<file path="config.mk">
export PLATFORM = sky130hd
export DESIGN_NAME = bist_sig_ctrl
export DESIGN_NICKNAME = d
export VERILOG_FILES = /design/src/rtl/bist_pkg.sv /design/src/rtl/bist_sig_ctrl.sv
export SDC_FILE = /design/constraint.sdc
export NUM_CORES = 1
export LEC_CHECK = 0
export BUFFER_PORTS_ARGS = -buffer_cell sky130_fd_sc_hd__buf_2
export CORE_ASPECT_RATIO = 0.6
export CORE_UTILIZATION = 53
export DETAILED_ROUTE_END_ITERATION = 8
export GPL_TIMING_DRIVEN = 0
export PLACE_DENSITY = 0.94
export SLEW_MARGIN = 20
export SYNTH_ARGS = -nofsm -noshare
export SYNTH_HDL_FRONTEND = slang
export SYNTH_SLANG_ARGS = --single-unit
</file>
<file path="constraint.sdc">
create_clock -name i_clk -period 11.15 [get_ports i_clk]
set_clock_uncertainty 0.1 [all_clocks]
set_input_delay 2.23 -clock i_clk [delete_from_list [all_inputs] [get_ports i_clk]]
set_output_delay 2.23 -clock i_clk [all_outputs]
set_load 0.05 [all_outputs]
</file>
<file path="src/rtl/bist_pkg.sv">
// bist_pkg: FSM state type and default widths shared by the BIST signature controller.
package bist_pkg;
  localparam int BIST_NUM_BITS = 54;
  localparam int BIST_CNT_W = 16;
  localparam int BIST_TIMEOUT_W = 8;
  typedef enum logic [2:0] {IDLE, LOAD, RUN, DRAIN, CHECK, DONE} state_t;
endpackage

</file>
<file path="src/rtl/bist_sig_ctrl.sv">
// bist_sig_ctrl: seeds a MISR, streams N array result beats into it and checks the captured signature.
// Defining BIST_TIMEOUT_EN adds a RUN stall watchdog that ends the test with o_timeout set.
module bist_sig_ctrl
  import bist_pkg::*;
#(
  parameter int NUM_BITS = BIST_NUM_BITS,
  parameter int CNT_W = BIST_CNT_W
`ifdef BIST_TIMEOUT_EN
  , parameter int TIMEOUT_W = BIST_TIMEOUT_W
`endif
) (
  input  logic                i_clk,
  input  logic                i_rst,
  input  logic                i_start,
  input  logic                i_abort,
  input  logic [CNT_W-1:0]    i_num_beats,
  input  logic [NUM_BITS-1:0] i_seed,
  input  logic [NUM_BITS-1:0] i_golden,
  input  logic                i_dut_vld,
  input  logic [NUM_BITS-1:0] i_dut_data,
  input  logic                i_misr_vld,
  input  logic [NUM_BITS-1:0] i_misr_data,
  output logic                o_misr_en,
  output logic                o_misr_load,
  output logic [NUM_BITS-1:0] o_misr_din,
  output logic                o_busy,
  output logic                o_done,
  output logic                o_pass,
  output logic [NUM_BITS-1:0] o_signature,
  output logic                o_timeout
);
  state_t r_state;
  logic [CNT_W-1:0] r_num, r_cnt;
  logic [NUM_BITS-1:0] r_seed, r_golden, r_sig;
  logic r_pass, r_timeout, r_drain_ok;
  logic w_load, w_run;
`ifdef BIST_TIMEOUT_EN
  logic [TIMEOUT_W-1:0] r_stall, w_stall_nxt;
  assign w_stall_nxt = r_stall + TIMEOUT_W'(1);
`endif
  assign w_load = r_state == LOAD;
  assign w_run = r_state == RUN;
  assign o_misr_en = w_load | (w_run & i_dut_vld);
  assign o_misr_load = w_load;
  assign o_misr_din = w_load ? r_seed : w_run ? i_dut_data : '0;
  assign o_busy = r_state inside {LOAD, RUN, DRAIN, CHECK};
  assign o_done = r_state == DONE;
  assign o_pass = r_pass;
  assign o_signature = r_sig;
  assign o_timeout = r_timeout;
  always_ff @(posedge i_clk or posedge i_rst)
    if (i_rst) begin
      r_state <= IDLE;
      r_num <= '0;
      r_cnt <= '0;
      r_seed <= '0;
      r_golden <= '0;
      r_sig <= '0;
      r_pass <= 1'b0;
      r_timeout <= 1'b0;
      r_drain_ok <= 1'b0;
`ifdef BIST_TIMEOUT_EN
      r_stall <= '0;
`endif
    end else if (i_abort) begin
      r_state <= IDLE;
      r_pass <= 1'b0;
      r_timeout <= 1'b0;
    end else
      case (r_state)
        IDLE, DONE:
          if (i_start) begin
            r_state <= LOAD;
            r_num <= i_num_beats;
            r_seed <= i_seed;
            r_golden <= i_golden;
            r_cnt <= '0;
            r_sig <= '0;
            r_pass <= 1'b0;
            r_timeout <= 1'b0;
`ifdef BIST_TIMEOUT_EN
            r_stall <= '0;
`endif
          end
        LOAD: r_state <= r_num == '0 ? DRAIN : RUN;
        RUN:
          if (i_dut_vld) begin
            r_cnt <= r_cnt + CNT_W'(1);
            if (r_cnt == r_num - CNT_W'(1)) r_state <= DRAIN;
`ifdef BIST_TIMEOUT_EN
            r_stall <= '0;
          end else if (&w_stall_nxt) begin
            r_state <= DONE;
            r_timeout <= 1'b1;
            r_pass <= 1'b0;
            r_sig <= '0;
          end else r_stall <= w_stall_nxt;
`else
          end
`endif
        // the MISR output is only trustworthy if the last cycle before DRAIN clocked it
        DRAIN: begin
          r_sig <= i_misr_data;
          r_drain_ok <= i_misr_vld;
          r_state <= CHECK;
        end
        CHECK: begin
          r_pass <= (r_sig == r_golden) & r_drain_ok;
          r_state <= DONE;
        end
        default: r_state <= IDLE;
      endcase
endmodule
</file>
# After elaboration in Yosys (flattened, before gate mapping)
# Cells that the tools add are included.
# op_classes
bitwise,4
n_mux,18
div_mod_pow,0
n_lt_le_gt_ge,0
n_addsub,2
mul,0
shifts,0
n_eq_ne,12
reduce_logical,16
# ops
operator,count
$mux W54,3
$pmux W54 S2,1
$eq A54 B54 Y1,1
$mux W16,2
$pmux W16 S2,1
$add A16 B1 Y16 const B,1
$eq A16 B16 Y1,1
$logic_not A16 Y1,1
$sub A16 B1 Y16 const B,1
$pmux W3 S5,1
$mux W3,4
$reduce_and A3 Y1,3
$reduce_bool A2 Y1,4
$eq A3 B2 Y1 const B,2
$eq A3 B3 Y1 const B,2
$ne A3 B3 Y1 const B,2
$reduce_and A2 Y1,3
$mux W1,5
$ne A2 B2 Y1 const B,2
$reduce_and A4 Y1,1
$reduce_bool A4 Y1,1
$eq A3 B1 Y1 const B,1
$logic_not A3 Y1,1
$ne A3 B2 Y1 const B,1
6 further kinds,7
# totals
wordCells,61
mem_count,0
inputBits,238
mem_bits_rw,0
latchBits,0
reg_bits,200
rom_bits,0

# Longest topological paths before layout
# depth
depth_word,6
depth_mapped,9
ltp_nobuf,8

# Worst setup path after synthesis
# OpenSTA, ideal clock, no wires.
# synth_path
path_type,input port to output port
startpoint,in i_dut_data[0]
endpoint,out o_misr_din[0]
arrival_time_ps,2644
slack_ps,6176
required_time_ps,8820
path_stages,1
path_cell_list,a22o_1
# synth_between
elab_chain_cells,2
# synth_rtl
item,line,text
start: declaration,bist_sig_ctrl.sv:20,"input logic [NUM_BITS-1:0] i_dut_data,"
$mux W54 (2 in series),bist_sig_ctrl.sv:45,assign o_misr_din = w_load ? r_seed : w_run ? i_dut_data : '0;
end: declaration,bist_sig_ctrl.sv:25,"output logic [NUM_BITS-1:0] o_misr_din,"
# No other way between the ends.

# Final worst setup path
# layout_path
startpoint,reg r_state[1]
endpoint,out o_misr_din[25]
# layout_between
elab_chain_cells,3
elab_cells_between_ends,4
classes_between,2 x eq/ne; 2 x mux
# layout_rtl
item,line,text
start: declaration,bist_sig_ctrl.sv:32,state_t r_state;
start signal: assignment,bist_sig_ctrl.sv:85,LOAD: r_state <= r_num == '0 ? DRAIN : RUN;
$eq A3 B2 Y1,bist_sig_ctrl.sv:42,assign w_run = r_state == RUN;
$mux W54,bist_sig_ctrl.sv:45,
$mux W54 (*),bist_sig_ctrl.sv:45,
# Mark *: on every way between the ends. The rest lies on a longest branch, timed or not.

==> flow_summary.yaml <==
synthesis:
  post_synth_instance_area_um2: 9320
  synth_xor_xnor_area_share: 0.0667
  number_of_flops_mapped_to_enable_cells_by_yosys: 0
  synth_top_cells_by_area: "sky130_fd_sc_hd__dfrtp_1 (53%), sky130_fd_sc_hd__mux2_2 (14%), sky130_fd_sc_hd__a22o_1 (10%)"
  synth.ff_latch_count: 199
  syn-num-nets: 1002
  synth-compound-area-share: 0.146
  largest_family_of_logic_cells_by_synthesized_area: "compound AO/OA/AOI/OAI gates"
  syn_inst: 762
  synth_top_area_cell: "sky130_fd_sc_hd__dfrtp_1"
  yosys.area_share.adder: 0.00268
  simple_logic_cell_fraction_of_the_synthesized_area: 0.0730
  synth_cell_types: 58
  async_reset_ff_frac: 1.00
  synth_mux_area_frac: 0.146
  top_flip_flop_cell_by_instance_count_after_synthesis: "sky130_fd_sc_hd__dfrtp_1"
  synthDominantCellAreaShare: 0.534
  postSynthAreaPerCell_um2: 12.2
  sequential_share_of_the_synthesized_area: 0.534
  ys_warn_count: 0
clock_network:
  total_cts_buffers: 17
  cts_htree_levels: 4
  clk_latency_ps: 450
  cts_root_buf: "sky130_fd_sc_hd__clkbuf_16"
  cts_tree: "yes"
  post_cts_resize_count: 0
  postCtsSetupRepairBufs: 0
  cts-hold-fix-buffers: 0
  cts_num_sinks: 199
  clkSlewWorstSetupHoldPaths_ps: 70
  ctsLongestPathBuffers: 2
drt:
  routed_wirelength_um: 29100
  post_drt_via_cell_ratio: 5.75
  wl_per_cell_um: 21.0
  firstDrtPassIters: 5
  final_antenna_net_count: 0
  vias: 7941
  drt_first_iter_violations: 734
  remaining_drc_errors: 0
layout:
  final_common_cell: "sky130_fd_sc_hd__buf_2"
  finish.instance_area_um2: 12000
  most-common-layout-cells: "sky130_fd_sc_hd__buf_2 (353), sky130_fd_sc_hd__dfrtp_1 (199), sky130_fd_sc_hd__mux2_2 (117), sky130_fd_sc_hd__a22o_1 (110), sky130_fd_sc_hd__xnor2_1 (48)"
  final-seq-area_um2: 4980
  num-fill-cells: 1274
  final_net_count: 1372
  synth_to_layout_area_growth_pct: 28.7
  multi_input_comb_area_um2: 4050
  share_of_final_layout_standard_cells_stronger_than_drive_strength_1: 0.448
placed_design:
  number_of_input_and_output_port_buffers_inserted: 350
  place_area_um2: 11400
  dp_worst_setup_slack_ps: 6040
  place_congestion: 0.916
  hpwlAfterDp_um: 22400
global_route:
  grt_first_pass_wirelength_um: 44800
  grt.overflow.total: 0
  grt_use_total: 0.327
  grt_start_max_net_pins: 110
  first_global_vias: 8055
  grt_antenna_before_repair: 5
sta:
  timing_max_transition_violations_final: 0
  final.period_utilization: 0.485
  tightestPinTransition_ps: 845
  final_period_minus_worst_setup_slack_ps: 5400
  layout_setup_ws_ps: 5750
  final.setup.tns_ps: 0
  slew_headroom: 0.437
  report.final.setup_viol: 0
  timing.fmax_mhz: 185
  report.final.hold_viol_count: 0
  unrepaired_setup_endpoints_after_global_routing: "no"
worst_setup_path:
  cp_max_fo: 10
  worst_r2r_path_depth: 8
  cp_data_arrival_time_ps: 3070
  timing.rr.start: "r_state[1]"
  reg2reg_to: "r_cnt[2]"
  path_class: "reg2out"
  end_kind: "primary output"
  worstPathRequired_ps: 8820
  timing.critical_path.from_type: "flip-flop"
  ff2ff_setup_slack_ps: 7890
worst_hold_path:
  whs_endpoint: "r_seed[11]"
  hold-path-cell-count: 1
  hp-start: "r_seed[11]"
  hold_path_class: "reg2reg"
power:
  static_leakage_nw: 5.81
  ir_worst_vdd_mv: 0.142
  powerDensity_nw_per_um2: 224
floorplanning:
  die_w_um: 173
  ios: 352
  core.rowCount: 37
  dieHeight_um: 105
  start_util: 0.543
  design.die.area_um2: 18100
  core_area_um2: 17200
run_status:
  status: "finished, final reports clean"
flow_run:
  max_cap_check_violation_count: 0
[worst max path at each step]
stage | from | end | cells after the start
2_1_floorplan | i_rst | o_pass | 1
3_3_place_gp | i_rst | r_num[6] | 2
3_5_place_dp | i_dut_data[17] | o_misr_din[17] | 3
4_1_cts | r_state[1] | o_misr_din[47] | 6
5_1_grt | r_state[1] | o_misr_din[47] | 6
6_report | r_state[1] | o_misr_din[25] | 6
[power by group]
group,total (mW),internal (mW),switching [mW]
Combinational,0.973,0.384,0.589
Clock,0.633,0.351,0.282
Sequential,1.08,0.921,0.157
Total,2.68,1.66,1.03
[logic make-up (layout without fill, tap and decap cells)]
logic type | Yosys count | count (layout)
flops | 199 | 199
fa+ha+maj | 2 | 2
compound gates | 169 | 169
xor+xnor | 71 | 71
simple gates | 125 | 125
mux | 121 | 121
other cells | 1 | 4
buf+inv | 74 | 457
[stage by stage]
step | util | std cells | power [mW] | hold WS (ps)
3_5_place_dp | 0.664 | 1347 | 2.05 | 397
5_1_grt | 0.699 | 1380 | 2.80 | 422
3_3_place_gp | 0.662 | 1346 | 2.01 | 389
4_1_cts | 0.698 | 1379 | 2.68 | 412
6_report | 0.699 | 1382 | 2.68 | 412
2_1_floorplan | - | 762 | 1.77 | 381
[synth_stat cells, types with 2 or more instances]
| library cell | number |
|---|---|
| sky130_fd_sc_hd__xnor2_1 | 48 |
| sky130_fd_sc_hd__dfrtp_1 | 199 |
| sky130_fd_sc_hd__o2bb2ai_1 | 4 |
| sky130_fd_sc_hd__a31oi_1 | 2 |
| sky130_fd_sc_hd__and2_1 | 2 |
| sky130_fd_sc_hd__nand3b_1 | 3 |
| sky130_fd_sc_hd__buf_2 | 3 |
| sky130_fd_sc_hd__xor2_1 | 23 |
| sky130_fd_sc_hd__nand3_1 | 7 |
| sky130_fd_sc_hd__nand2_1 | 20 |
| sky130_fd_sc_hd__a221oi_1 | 3 |
| sky130_fd_sc_hd__mux2_2 | 117 |
| sky130_fd_sc_hd__o22ai_1 | 7 |
| sky130_fd_sc_hd__ha_1 | 2 |
| sky130_fd_sc_hd__nor2_1 | 32 |
| sky130_fd_sc_hd__nor3b_1 | 3 |
| sky130_fd_sc_hd__inv_1 | 21 |
| sky130_fd_sc_hd__or4_4 | 2 |
| sky130_fd_sc_hd__nand4b_1 | 2 |
| sky130_fd_sc_hd__buf_1 | 4 |
| sky130_fd_sc_hd__and3_1 | 5 |
| sky130_fd_sc_hd__buf_4 | 2 |
| sky130_fd_sc_hd__o21ai_0 | 20 |
| sky130_fd_sc_hd__nand4_1 | 14 |
| sky130_fd_sc_hd__nor4b_1 | 2 |
| sky130_fd_sc_hd__o31ai_1 | 3 |
| sky130_fd_sc_hd__nor2b_1 | 3 |
| sky130_fd_sc_hd__mux2i_1 | 4 |
| sky130_fd_sc_hd__a22o_1 | 110 |
| sky130_fd_sc_hd__or3_1 | 2 |
| sky130_fd_sc_hd__nor3_1 | 9 |
| sky130_fd_sc_hd__a21oi_1 | 6 |
| sky130_fd_sc_hd__clkbuf_1 | 43 |
| sky130_fd_sc_hd__nor4_1 | 10 |
| sky130_fd_sc_hd__o211ai_1 | 2 |
[critical path: stages, from the launching register on]
cell and delay [ps]:
sky130_fd_sc_hd__dfrtp_1 360, sky130_fd_sc_hd__clkbuf_1 350, sky130_fd_sc_hd__nor3b_1 560, sky130_fd_sc_hd__clkbuf_1 460, sky130_fd_sc_hd__clkbuf_1 420, sky130_fd_sc_hd__a22o_1 210
sky130_fd_sc_hd__buf_2 280
[sequential cells by signal, summed over array words and instances, names as in the netlist]
name         flops
o_pass           1
r_num           16
o_signature     54
r_cnt           16
r_golden        54
r_seed          54
r_state          3
r_drain_ok       1
[layout make-up]
cell class,count,share of cell area
sequential,199,0.415
timing repair buffer,351,0.148
antenna,3,0.000625
clock inverter,9,0.00959
buffer,53,0.0181
tap,234,0.0244
clock buffer,23,0.0398
inverter,21,0.00719
multi-input combinational,489,0.337
[routing by layer]
metal | part of all wire | vias up | track usage
met1 | 0.42 | 3932 | 0.438
met3 | 0.089 | 65 | 0.0801
met2 | 0.47 | 395 | 0.520
met5 | 0.0013 | - | 0
li1 | - | 3543 | -
met4 | 0.026 | 6 | 0.114
Power figures use the tool's default switching activity.
